**src/rtl/arbitro_memoria_jogo_if.sv**
```systemverilog
// Bus between the board-memory arbiter, its four requesters and the two board RAMs.
// slave is the arbiter side; master is the requesters plus memory side.
interface arbitro_memoria_jogo_if #(
    parameter int DATA_W = 64
);
    logic              req_val, req_col, req_pts, req_vga;
    logic              jog_val, jog_col, jog_pts, jog_vga;
    logic [4:0]        addr_val, addr_col, addr_pts, addr_vga;
    logic              we_val, we_col;
    logic [DATA_W-1:0] wdata_val, wdata_col;

    logic              gnt_val, gnt_col, gnt_pts, gnt_vga;
    logic              rvalid_val, rvalid_col, rvalid_pts, rvalid_vga;
    logic [DATA_W-1:0] rdata;

    logic [4:0]        mem_addr;
    logic [DATA_W-1:0] mem_data;
    logic              mem_wrenP1, mem_wrenP2;
    logic [DATA_W-1:0] mem_q_p1, mem_q_p2;

    logic              busy;
    logic [1:0]        owner;

    modport slave (
        input  req_val, req_col, req_pts, req_vga,
        input  jog_val, jog_col, jog_pts, jog_vga,
        input  addr_val, addr_col, addr_pts, addr_vga,
        input  we_val, we_col, wdata_val, wdata_col,
        input  mem_q_p1, mem_q_p2,
        output gnt_val, gnt_col, gnt_pts, gnt_vga,
        output rvalid_val, rvalid_col, rvalid_pts, rvalid_vga, rdata,
        output mem_addr, mem_data, mem_wrenP1, mem_wrenP2,
        output busy, owner
    );

    modport master (
        output req_val, req_col, req_pts, req_vga,
        output jog_val, jog_col, jog_pts, jog_vga,
        output addr_val, addr_col, addr_pts, addr_vga,
        output we_val, we_col, wdata_val, wdata_col,
        output mem_q_p1, mem_q_p2,
        input  gnt_val, gnt_col, gnt_pts, gnt_vga,
        input  rvalid_val, rvalid_col, rvalid_pts, rvalid_vga, rdata,
        input  mem_addr, mem_data, mem_wrenP1, mem_wrenP2,
        input  busy, owner
    );
endinterface

```
**src/rtl/arbitro_memoria_jogo.sv**
```systemverilog
// Four-way arbiter for the two game-board RAMs (player 1 / player 2): fixed priority
// val > col > pts > vga, VGA aging promotion, per-grant hold limit, 1-cycle read return.
module arbitro_memoria_jogo #(
    parameter int HOLD_MAX    = 32,
    parameter int AGING_LIMIT = 8,
    parameter int DATA_W      = 64
) (
    input logic                   clk,
    input logic                   resetGeral,
    arbitro_memoria_jogo_if.slave bus
);
    localparam int HOLD_W = $clog2(HOLD_MAX + 1);
    localparam int AGE_W  = $clog2(AGING_LIMIT + 1);
    localparam logic [HOLD_W-1:0] HOLD_LAST = HOLD_W'(HOLD_MAX - 1);
    localparam logic [AGE_W-1:0]  AGE_TOP   = AGE_W'(AGING_LIMIT);

    localparam logic [1:0] OWN_VAL = 2'd0;
    localparam logic [1:0] OWN_COL = 2'd1;
    localparam logic [1:0] OWN_PTS = 2'd2;
    localparam logic [1:0] OWN_VGA = 2'd3;

    typedef enum logic {IDLE, GRANTED} state_t;

    state_t            state, state_nx;
    logic [1:0]        owner_q;
    logic [1:0]        winner;
    logic              any_req;
    logic              aged;
    logic              vga_granted;
    logic [HOLD_W-1:0] hold_cnt;
    logic [AGE_W-1:0]  age_cnt;

    logic              own_req;
    logic              own_jog;
    logic              own_we;
    logic [4:0]        own_addr;
    logic [DATA_W-1:0] own_wdata;

    logic              access;
    logic              wr_access;
    logic              rd_access;
    logic              last_access;

    logic              rd_vld_p1;
    logic [1:0]        rd_own_p1;
    logic              rd_jog_p1;

    // Current owner's request lines, selected from the registered owner
    always_comb begin
        own_req   = 1'b0;
        own_jog   = 1'b0;
        own_we    = 1'b0;
        own_addr  = '0;
        own_wdata = '0;
        unique case (owner_q)
            OWN_VAL: begin
                own_req   = bus.req_val;
                own_jog   = bus.jog_val;
                own_we    = bus.we_val;
                own_addr  = bus.addr_val;
                own_wdata = bus.wdata_val;
            end
            OWN_COL: begin
                own_req   = bus.req_col;
                own_jog   = bus.jog_col;
                own_we    = bus.we_col;
                own_addr  = bus.addr_col;
                own_wdata = bus.wdata_col;
            end
            OWN_PTS: begin
                own_req  = bus.req_pts;
                own_jog  = bus.jog_pts;
                own_addr = bus.addr_pts;
            end
            default: begin
                own_req  = bus.req_vga;
                own_jog  = bus.jog_vga;
                own_addr = bus.addr_vga;
            end
        endcase
    end

    assign access      = (state == GRANTED) && own_req;
    assign wr_access   = access && own_we;
    assign rd_access   = access && !own_we;
    assign last_access = access && (hold_cnt == HOLD_LAST);
    assign vga_granted = (state == GRANTED) && (owner_q == OWN_VGA);
    assign aged        = (age_cnt == AGE_TOP);
    assign any_req     = bus.req_val | bus.req_col | bus.req_pts | bus.req_vga;

    // An aged VGA request jumps ahead of the fixed priority order
    always_comb begin
        winner = OWN_VAL;
        if (aged && bus.req_vga)  winner = OWN_VGA;
        else if (bus.req_val)     winner = OWN_VAL;
        else if (bus.req_col)     winner = OWN_COL;
        else if (bus.req_pts)     winner = OWN_PTS;
        else                      winner = OWN_VGA;
    end

    always_ff @(posedge clk or negedge resetGeral) begin
        if (!resetGeral) state <= IDLE;
        else             state <= state_nx;
    end

    always_comb begin
        state_nx = state;
        unique case (state)
            IDLE:    if (any_req) state_nx = GRANTED;
            GRANTED: if (!own_req || last_access) state_nx = IDLE;
            default: state_nx = IDLE;
        endcase
    end

    always_comb begin
        bus.busy       = (state == GRANTED);
        bus.owner      = owner_q;
        bus.gnt_val    = (state == GRANTED) && (owner_q == OWN_VAL);
        bus.gnt_col    = (state == GRANTED) && (owner_q == OWN_COL);
        bus.gnt_pts    = (state == GRANTED) && (owner_q == OWN_PTS);
        bus.gnt_vga    = vga_granted;
        bus.mem_addr   = access ? own_addr : 5'd0;
        bus.mem_data   = wr_access ? own_wdata : '0;
        bus.mem_wrenP1 = wr_access && !own_jog;
        bus.mem_wrenP2 = wr_access && own_jog;
    end

    always_ff @(posedge clk or negedge resetGeral) begin
        if (!resetGeral) begin
            owner_q  <= OWN_VAL;
            hold_cnt <= '0;
            age_cnt  <= '0;
        end else begin
            if (state == IDLE && any_req) owner_q <= winner;

            if (state == IDLE)  hold_cnt <= '0;
            else if (access)    hold_cnt <= hold_cnt + 1'b1;

            if (vga_granted)                 age_cnt <= '0;
            else if (bus.req_vga && !aged)   age_cnt <= age_cnt + 1'b1;
        end
    end

    // Read return stage: memory answers one cycle after the access
    always_ff @(posedge clk or negedge resetGeral) begin
        if (!resetGeral) rd_vld_p1 <= 1'b0;
        else             rd_vld_p1 <= rd_access;
    end

    always_ff @(posedge clk) begin
        rd_own_p1 <= owner_q;
        rd_jog_p1 <= own_jog;
    end

    always_comb begin
        bus.rvalid_val = rd_vld_p1 && (rd_own_p1 == OWN_VAL);
        bus.rvalid_col = rd_vld_p1 && (rd_own_p1 == OWN_COL);
        bus.rvalid_pts = rd_vld_p1 && (rd_own_p1 == OWN_PTS);
        bus.rvalid_vga = rd_vld_p1 && (rd_own_p1 == OWN_VGA);
        bus.rdata      = '0;
        if (rd_vld_p1) bus.rdata = rd_jog_p1 ? bus.mem_q_p2 : bus.mem_q_p1;
    end

endmodule
```
**src/flat_wrapper.sv**
```systemverilog
// flat-port wrapper written by rule: the top's interface ports become plain ports
module arbitro_memoria_jogo_flat 
#(
    parameter int HOLD_MAX    = 32,
    parameter int AGING_LIMIT = 8,
    parameter int DATA_W      = 64
)
  (clk, resetGeral, bus_req_val, bus_req_col, bus_req_pts, bus_req_vga, bus_jog_val, bus_jog_col, bus_jog_pts, bus_jog_vga, bus_addr_val, bus_addr_col, bus_addr_pts, bus_addr_vga, bus_we_val, bus_we_col, bus_wdata_val, bus_wdata_col, bus_mem_q_p1, bus_mem_q_p2, bus_gnt_val, bus_gnt_col, bus_gnt_pts, bus_gnt_vga, bus_rvalid_val, bus_rvalid_col, bus_rvalid_pts, bus_rvalid_vga, bus_rdata, bus_mem_addr, bus_mem_data, bus_mem_wrenP1, bus_mem_wrenP2, bus_busy, bus_owner);
  arbitro_memoria_jogo_if #(.DATA_W(DATA_W)) bus_i ();
  input logic clk;
  input logic resetGeral;
  input wire logic [$bits(bus_i.req_val)-1:0] bus_req_val;
  input wire logic [$bits(bus_i.req_col)-1:0] bus_req_col;
  input wire logic [$bits(bus_i.req_pts)-1:0] bus_req_pts;
  input wire logic [$bits(bus_i.req_vga)-1:0] bus_req_vga;
  input wire logic [$bits(bus_i.jog_val)-1:0] bus_jog_val;
  input wire logic [$bits(bus_i.jog_col)-1:0] bus_jog_col;
  input wire logic [$bits(bus_i.jog_pts)-1:0] bus_jog_pts;
  input wire logic [$bits(bus_i.jog_vga)-1:0] bus_jog_vga;
  input wire logic [$bits(bus_i.addr_val)-1:0] bus_addr_val;
  input wire logic [$bits(bus_i.addr_col)-1:0] bus_addr_col;
  input wire logic [$bits(bus_i.addr_pts)-1:0] bus_addr_pts;
  input wire logic [$bits(bus_i.addr_vga)-1:0] bus_addr_vga;
  input wire logic [$bits(bus_i.we_val)-1:0] bus_we_val;
  input wire logic [$bits(bus_i.we_col)-1:0] bus_we_col;
  input wire logic [$bits(bus_i.wdata_val)-1:0] bus_wdata_val;
  input wire logic [$bits(bus_i.wdata_col)-1:0] bus_wdata_col;
  input wire logic [$bits(bus_i.mem_q_p1)-1:0] bus_mem_q_p1;
  input wire logic [$bits(bus_i.mem_q_p2)-1:0] bus_mem_q_p2;
  output wire logic [$bits(bus_i.gnt_val)-1:0] bus_gnt_val;
  output wire logic [$bits(bus_i.gnt_col)-1:0] bus_gnt_col;
  output wire logic [$bits(bus_i.gnt_pts)-1:0] bus_gnt_pts;
  output wire logic [$bits(bus_i.gnt_vga)-1:0] bus_gnt_vga;
  output wire logic [$bits(bus_i.rvalid_val)-1:0] bus_rvalid_val;
  output wire logic [$bits(bus_i.rvalid_col)-1:0] bus_rvalid_col;
  output wire logic [$bits(bus_i.rvalid_pts)-1:0] bus_rvalid_pts;
  output wire logic [$bits(bus_i.rvalid_vga)-1:0] bus_rvalid_vga;
  output wire logic [$bits(bus_i.rdata)-1:0] bus_rdata;
  output wire logic [$bits(bus_i.mem_addr)-1:0] bus_mem_addr;
  output wire logic [$bits(bus_i.mem_data)-1:0] bus_mem_data;
  output wire logic [$bits(bus_i.mem_wrenP1)-1:0] bus_mem_wrenP1;
  output wire logic [$bits(bus_i.mem_wrenP2)-1:0] bus_mem_wrenP2;
  output wire logic [$bits(bus_i.busy)-1:0] bus_busy;
  output wire logic [$bits(bus_i.owner)-1:0] bus_owner;
  assign bus_i.req_val = bus_req_val;
  assign bus_i.req_col = bus_req_col;
  assign bus_i.req_pts = bus_req_pts;
  assign bus_i.req_vga = bus_req_vga;
  assign bus_i.jog_val = bus_jog_val;
  assign bus_i.jog_col = bus_jog_col;
  assign bus_i.jog_pts = bus_jog_pts;
  assign bus_i.jog_vga = bus_jog_vga;
  assign bus_i.addr_val = bus_addr_val;
  assign bus_i.addr_col = bus_addr_col;
  assign bus_i.addr_pts = bus_addr_pts;
  assign bus_i.addr_vga = bus_addr_vga;
  assign bus_i.we_val = bus_we_val;
  assign bus_i.we_col = bus_we_col;
  assign bus_i.wdata_val = bus_wdata_val;
  assign bus_i.wdata_col = bus_wdata_col;
  assign bus_i.mem_q_p1 = bus_mem_q_p1;
  assign bus_i.mem_q_p2 = bus_mem_q_p2;
  assign bus_gnt_val = bus_i.gnt_val;
  assign bus_gnt_col = bus_i.gnt_col;
  assign bus_gnt_pts = bus_i.gnt_pts;
  assign bus_gnt_vga = bus_i.gnt_vga;
  assign bus_rvalid_val = bus_i.rvalid_val;
  assign bus_rvalid_col = bus_i.rvalid_col;
  assign bus_rvalid_pts = bus_i.rvalid_pts;
  assign bus_rvalid_vga = bus_i.rvalid_vga;
  assign bus_rdata = bus_i.rdata;
  assign bus_mem_addr = bus_i.mem_addr;
  assign bus_mem_data = bus_i.mem_data;
  assign bus_mem_wrenP1 = bus_i.mem_wrenP1;
  assign bus_mem_wrenP2 = bus_i.mem_wrenP2;
  assign bus_busy = bus_i.busy;
  assign bus_owner = bus_i.owner;
  arbitro_memoria_jogo #(.HOLD_MAX(HOLD_MAX), .AGING_LIMIT(AGING_LIMIT), .DATA_W(DATA_W)) u_core (.clk(clk), .resetGeral(resetGeral), .bus(bus_i));
endmodule
```
**config.mk**
```make
export PLATFORM = sky130hd
export DESIGN_NAME = arbitro_memoria_jogo_flat
export DESIGN_NICKNAME = d
export VERILOG_FILES = /design/src/rtl/arbitro_memoria_jogo_if.sv /design/src/rtl/arbitro_memoria_jogo.sv /design/src/flat_wrapper.sv
export SDC_FILE = /design/constraint.sdc
export NUM_CORES = 1
export LEC_CHECK = 0
export ABC_AREA = 1
export BUFFER_PORTS_ARGS = -buffer_cell sky130_fd_sc_hd__clkbuf_2
export CORE_AREA = 2 2 168 170
export CTS_BUF_LIST = sky130_fd_sc_hd__clkbuf_8 sky130_fd_sc_hd__clkbuf_16
export CTS_CLUSTER_DIAMETER = 60
export DETAILED_ROUTE_END_ITERATION = 10
export DIE_AREA = 0 0 170 172
export GPL_TIMING_DRIVEN = 0
export SLEW_MARGIN = 20
export SYNTH_ARGS = -nofsm -noshare
export SYNTH_HDL_FRONTEND = slang
export SYNTH_SLANG_ARGS = --single-unit
```
**constraint.sdc**
```tcl
create_clock -name clk -period 3.8 [get_ports clk]
set_clock_uncertainty 0.1 [all_clocks]
set_input_delay 0.38 -clock clk [delete_from_list [all_inputs] [get_ports clk]]
set_output_delay 0.38 -clock clk [all_outputs]
set_load 0.01 [all_outputs]
```
==> impl_metrics.env <==
export IMPL_r2r_cells=6
export IMPL_ctsResizeCount=0
export IMPL_tns_ns=0
export IMPL_regToRegSetupSlack_ns=2.05
export IMPL_dr_first_iter_drc_count=234
export IMPL_power_frac_comb=0.842
export IMPL_synth_cell_area_um2=3251
export IMPL_postCtsHoldBufs=1
export IMPL_syn_num_nets=880
export IMPL_antenna_found_initial=0
export IMPL_io_buffers=433
export IMPL_slew_violations=0
export IMPL_drc=0
export IMPL_nets=1319
export IMPL_cts_htree_levels=1
export IMPL_die_w_um=170
export IMPL_holdPathStages=0
export IMPL_leakage_nw=3.396
export IMPL_rows=61
export IMPL_drive_gt1_frac=0.4830
export IMPL_die_h_um=172
export IMPL_grt_ovfl_total=0
export IMPL_p_sw_mw=1.980
export IMPL_fin_ws_ns=0.9947
export IMPL_coreArea_um2=27480
export IMPL_yosysWarnings=0
export IMPL_post_route_util=0.2162
export IMPL_cts_root_buf="clkbuf_16"
export IMPL_ant_nets=0
export IMPL_io_pins=434
export IMPL_routed_via_density=4.080
export IMPL_dieArea_um2=29240
export IMPL_p_per_area_nw_per_um2=560.9
export IMPL_rsz0062_at_grt="no"
export IMPL_period_needed_ns=2.805
export IMPL_synth_cell_types=27
export IMPL_seq_area_frac_synth=0.1263
export IMPL_clk_pin_slew_ns=0.05
export IMPL_final_hold_viol_count=0
export IMPL_synth_seq_cells=17
export IMPL_area_growth_pct=82.76
export IMPL_vdd_drop_max_v=0.0002528
export IMPL_finalCritPeriodShare=0.7382
export IMPL_wirelength_um=21950
export IMPL_clk_latency_ns=0.25
export IMPL_clkSinkCount=17
export IMPL_grt_pass1_vias=4902
export IMPL_clk_path_buf_depth=2
export IMPL_setup_worst_path_start_class="register"
export IMPL_crit_type="reg2out"
export IMPL_n_antenna_cell=0
export IMPL_worst_pin_slew_ns=0.6830
export IMPL_grt_pass1_wl_um=28330
export IMPL_worstPathArrival_ns=2.33
export IMPL_vias=5602
export IMPL_post_cts_buffers=0
export IMPL_run_status="complete, no violations"
export IMPL_cts_buffers_inserted=3
export IMPL_cts_tree="done"
export IMPL_p_clk_frac=0.064
export IMPL_hold_path_class="reg2reg"
export IMPL_pre_cts_ws_ns=1.218
export IMPL_drv_cap=0
export IMPL_pwr_share_seq=0.094
export IMPL_gp_congestion=0.8430
export IMPL_grt_usage=0.1304
export IMPL_synthCells=589
export IMPL_end_kind="primary output"
export IMPL_p_sw_frac=0.5942
export IMPL_grt_start_max_net_pins=15
export IMPL_setup_viol=0
export IMPL_first_pass_iters=5
export IMPL_crit_fanout=10
export IMPL_slew_headroom=0.5446
export IMPL_hpwlAfterDp_um=19450
export IMPL_syn_avg_cell_area_um2=5.519
export IMPL_post_drt_wl_per_cell_um=15.99
export IMPL_internal_power_mw=1.352
export IMPL_initial_utilization=0.1183
export IMPL_critical_path_required_ns=3.32
export IMPL_max_freq_mhz=356.5
[worst max-delay path: stages, from the launching register on]
cell	delay [ns]
dfrtp_1	0.38
buf_4	0.21
inv_2	0.08
nor2_4	0.28
buf_1	0.48
a22o_1	0.22
inv_1	0.04
nor2_1	0.19
clkbuf_2	0.18
[power by group through the flow]
| stage | logic (mW) | clock network, mW | registers (mW) |
|---|---|---|---|
| floorplan | 1.69 | 0 | 0.300 |
| global placement | 2.79 | 0 | 0.310 |
| detailed placement | 2.82 | 0 | 0.314 |
| CTS | 2.84 | 0.220 | 0.311 |
| global route | 3.08 | 0.230 | 0.323 |
| finish | 2.81 | 0.214 | 0.312 |
[logic make-up after synthesis]
logic type | Yosys count | synth area share
AND/OR/NAND/NOR | 289 | 0.3864
AO/OA/AOI/OAI | 147 | 0.3014
buffers and inverters | 130 | 0.1663
flip-flops | 17 | 0.1263
XOR/XNOR | 3 | 0.008085
adder cells (fa/ha/maj) | 3 | 0.01155
[path summary, 6_finish.rpt]
kind | start | to
setup / recovery | u_core.bus.owner[0] | bus_mem_data[18]
hold / removal | u_core.bus.owner[1] | u_core.rd_own_p1[1]
setup reg to reg | u_core.bus.owner[0] | u_core.rd_jog_p1
hold reg to reg | u_core.bus.owner[1] | u_core.rd_own_p1[1]
max in group asynchronous | resetGeral | u_core.hold_cnt[3]
min in group asynchronous | resetGeral | u_core.hold_cnt[1]
[synthesized netlist by cell type]
master	instances	area share
nor2_1	170	0.20
inv_1	82	0.095
o21ai_0	72	0.11
a22o_1	64	0.17
nand2_1	47	0.054
nor2_2	40	0.077
clkbuf_1	24	0.028
nand3_1	19	0.029
dfrtp_1	14	0.11
buf_1	8	0.0092
nor3_1	8	0.012
a21oi_1	6	0.0092
buf_2	6	0.0092
buf_6	5	0.017
dfxtp_1	3	0.018
ha_1	3	0.012
inv_2	3	0.0035
o21ai_1	3	0.0046
buf_4	2	0.0046
nand4_1	2	0.0038
xnor2_1	2	0.0054
a31oi_1	1	0.0019
nand4_2	1	0.0038
nor2_4	1	0.0035
nor2_8	1	0.0062
o21bai_1	1	0.0023
xor2_1	1	0.0027
[cell usage in the layout (no fill, tap or decap), drive strengths merged]
master and n:
xnor2 2, inv 85, dfrtp 14, nand2 47
nor3 8, ha 3, dlygate4sd3 1, a22o 64
clkinv 1, buf 21, nand3 19, o21ai 75
xor2 1, nand4 3, nor2 212, clkbuf 460
a21oi 6, a31oi 1, dfxtp 3, o21bai 1
[per-stage QoR]
stage / total power, mW / cells / hold slack, ns / instance area, um^2
global placement: 3.102 / 1368 / 0.2143 / 5851
floorplan: 1.987 / 589 / -0.01559 / 3251
global route: 3.635 / 1373 / 0.3089 / 5941
finish: 3.332 / 1373 / 0.3008 / 5941
detailed placement: 3.136 / 1368 / 0.2194 / 5851
CTS: 3.366 / 1373 / 0.3007 / 5941
[layer usage]
metal / vias up / routed length, um / global-route usage
li1: 2772 / - / -
met1: 2465 / 9150 / 0.1605
met2: 336 / 10450 / 0.2300
met3: 29 / 1669 / 0.02197
met4: 0 / 675 / 0.04534
met5: - / 0 / 0
[state kept, by name (all words and copies together), names as in the netlist]
name and cells:
u_core.hold_cnt 6, u_core.age_cnt 4, u_core.bus.owner 2, u_core.rd_own_p1 2, u_core.bus.busy 1, u_core.rd_jog_p1 1
u_core.rd_vld_p1 1
[cell type report]
type / count / area [um^2]
plain buffers: 45 / 221.5
clock buffers: 3 / 75.07
clock inverters: 1 / 5.005
fillers: 3171 / 21540
inverters: 85 / 319.1
multi-input cells: 442 / 2300
flip-flops and latches: 17 / 410.4
well taps: 346 / 432.9
repair buffers: 434 / 2177
No activity file was read; power rests on OpenSTA's default activity.
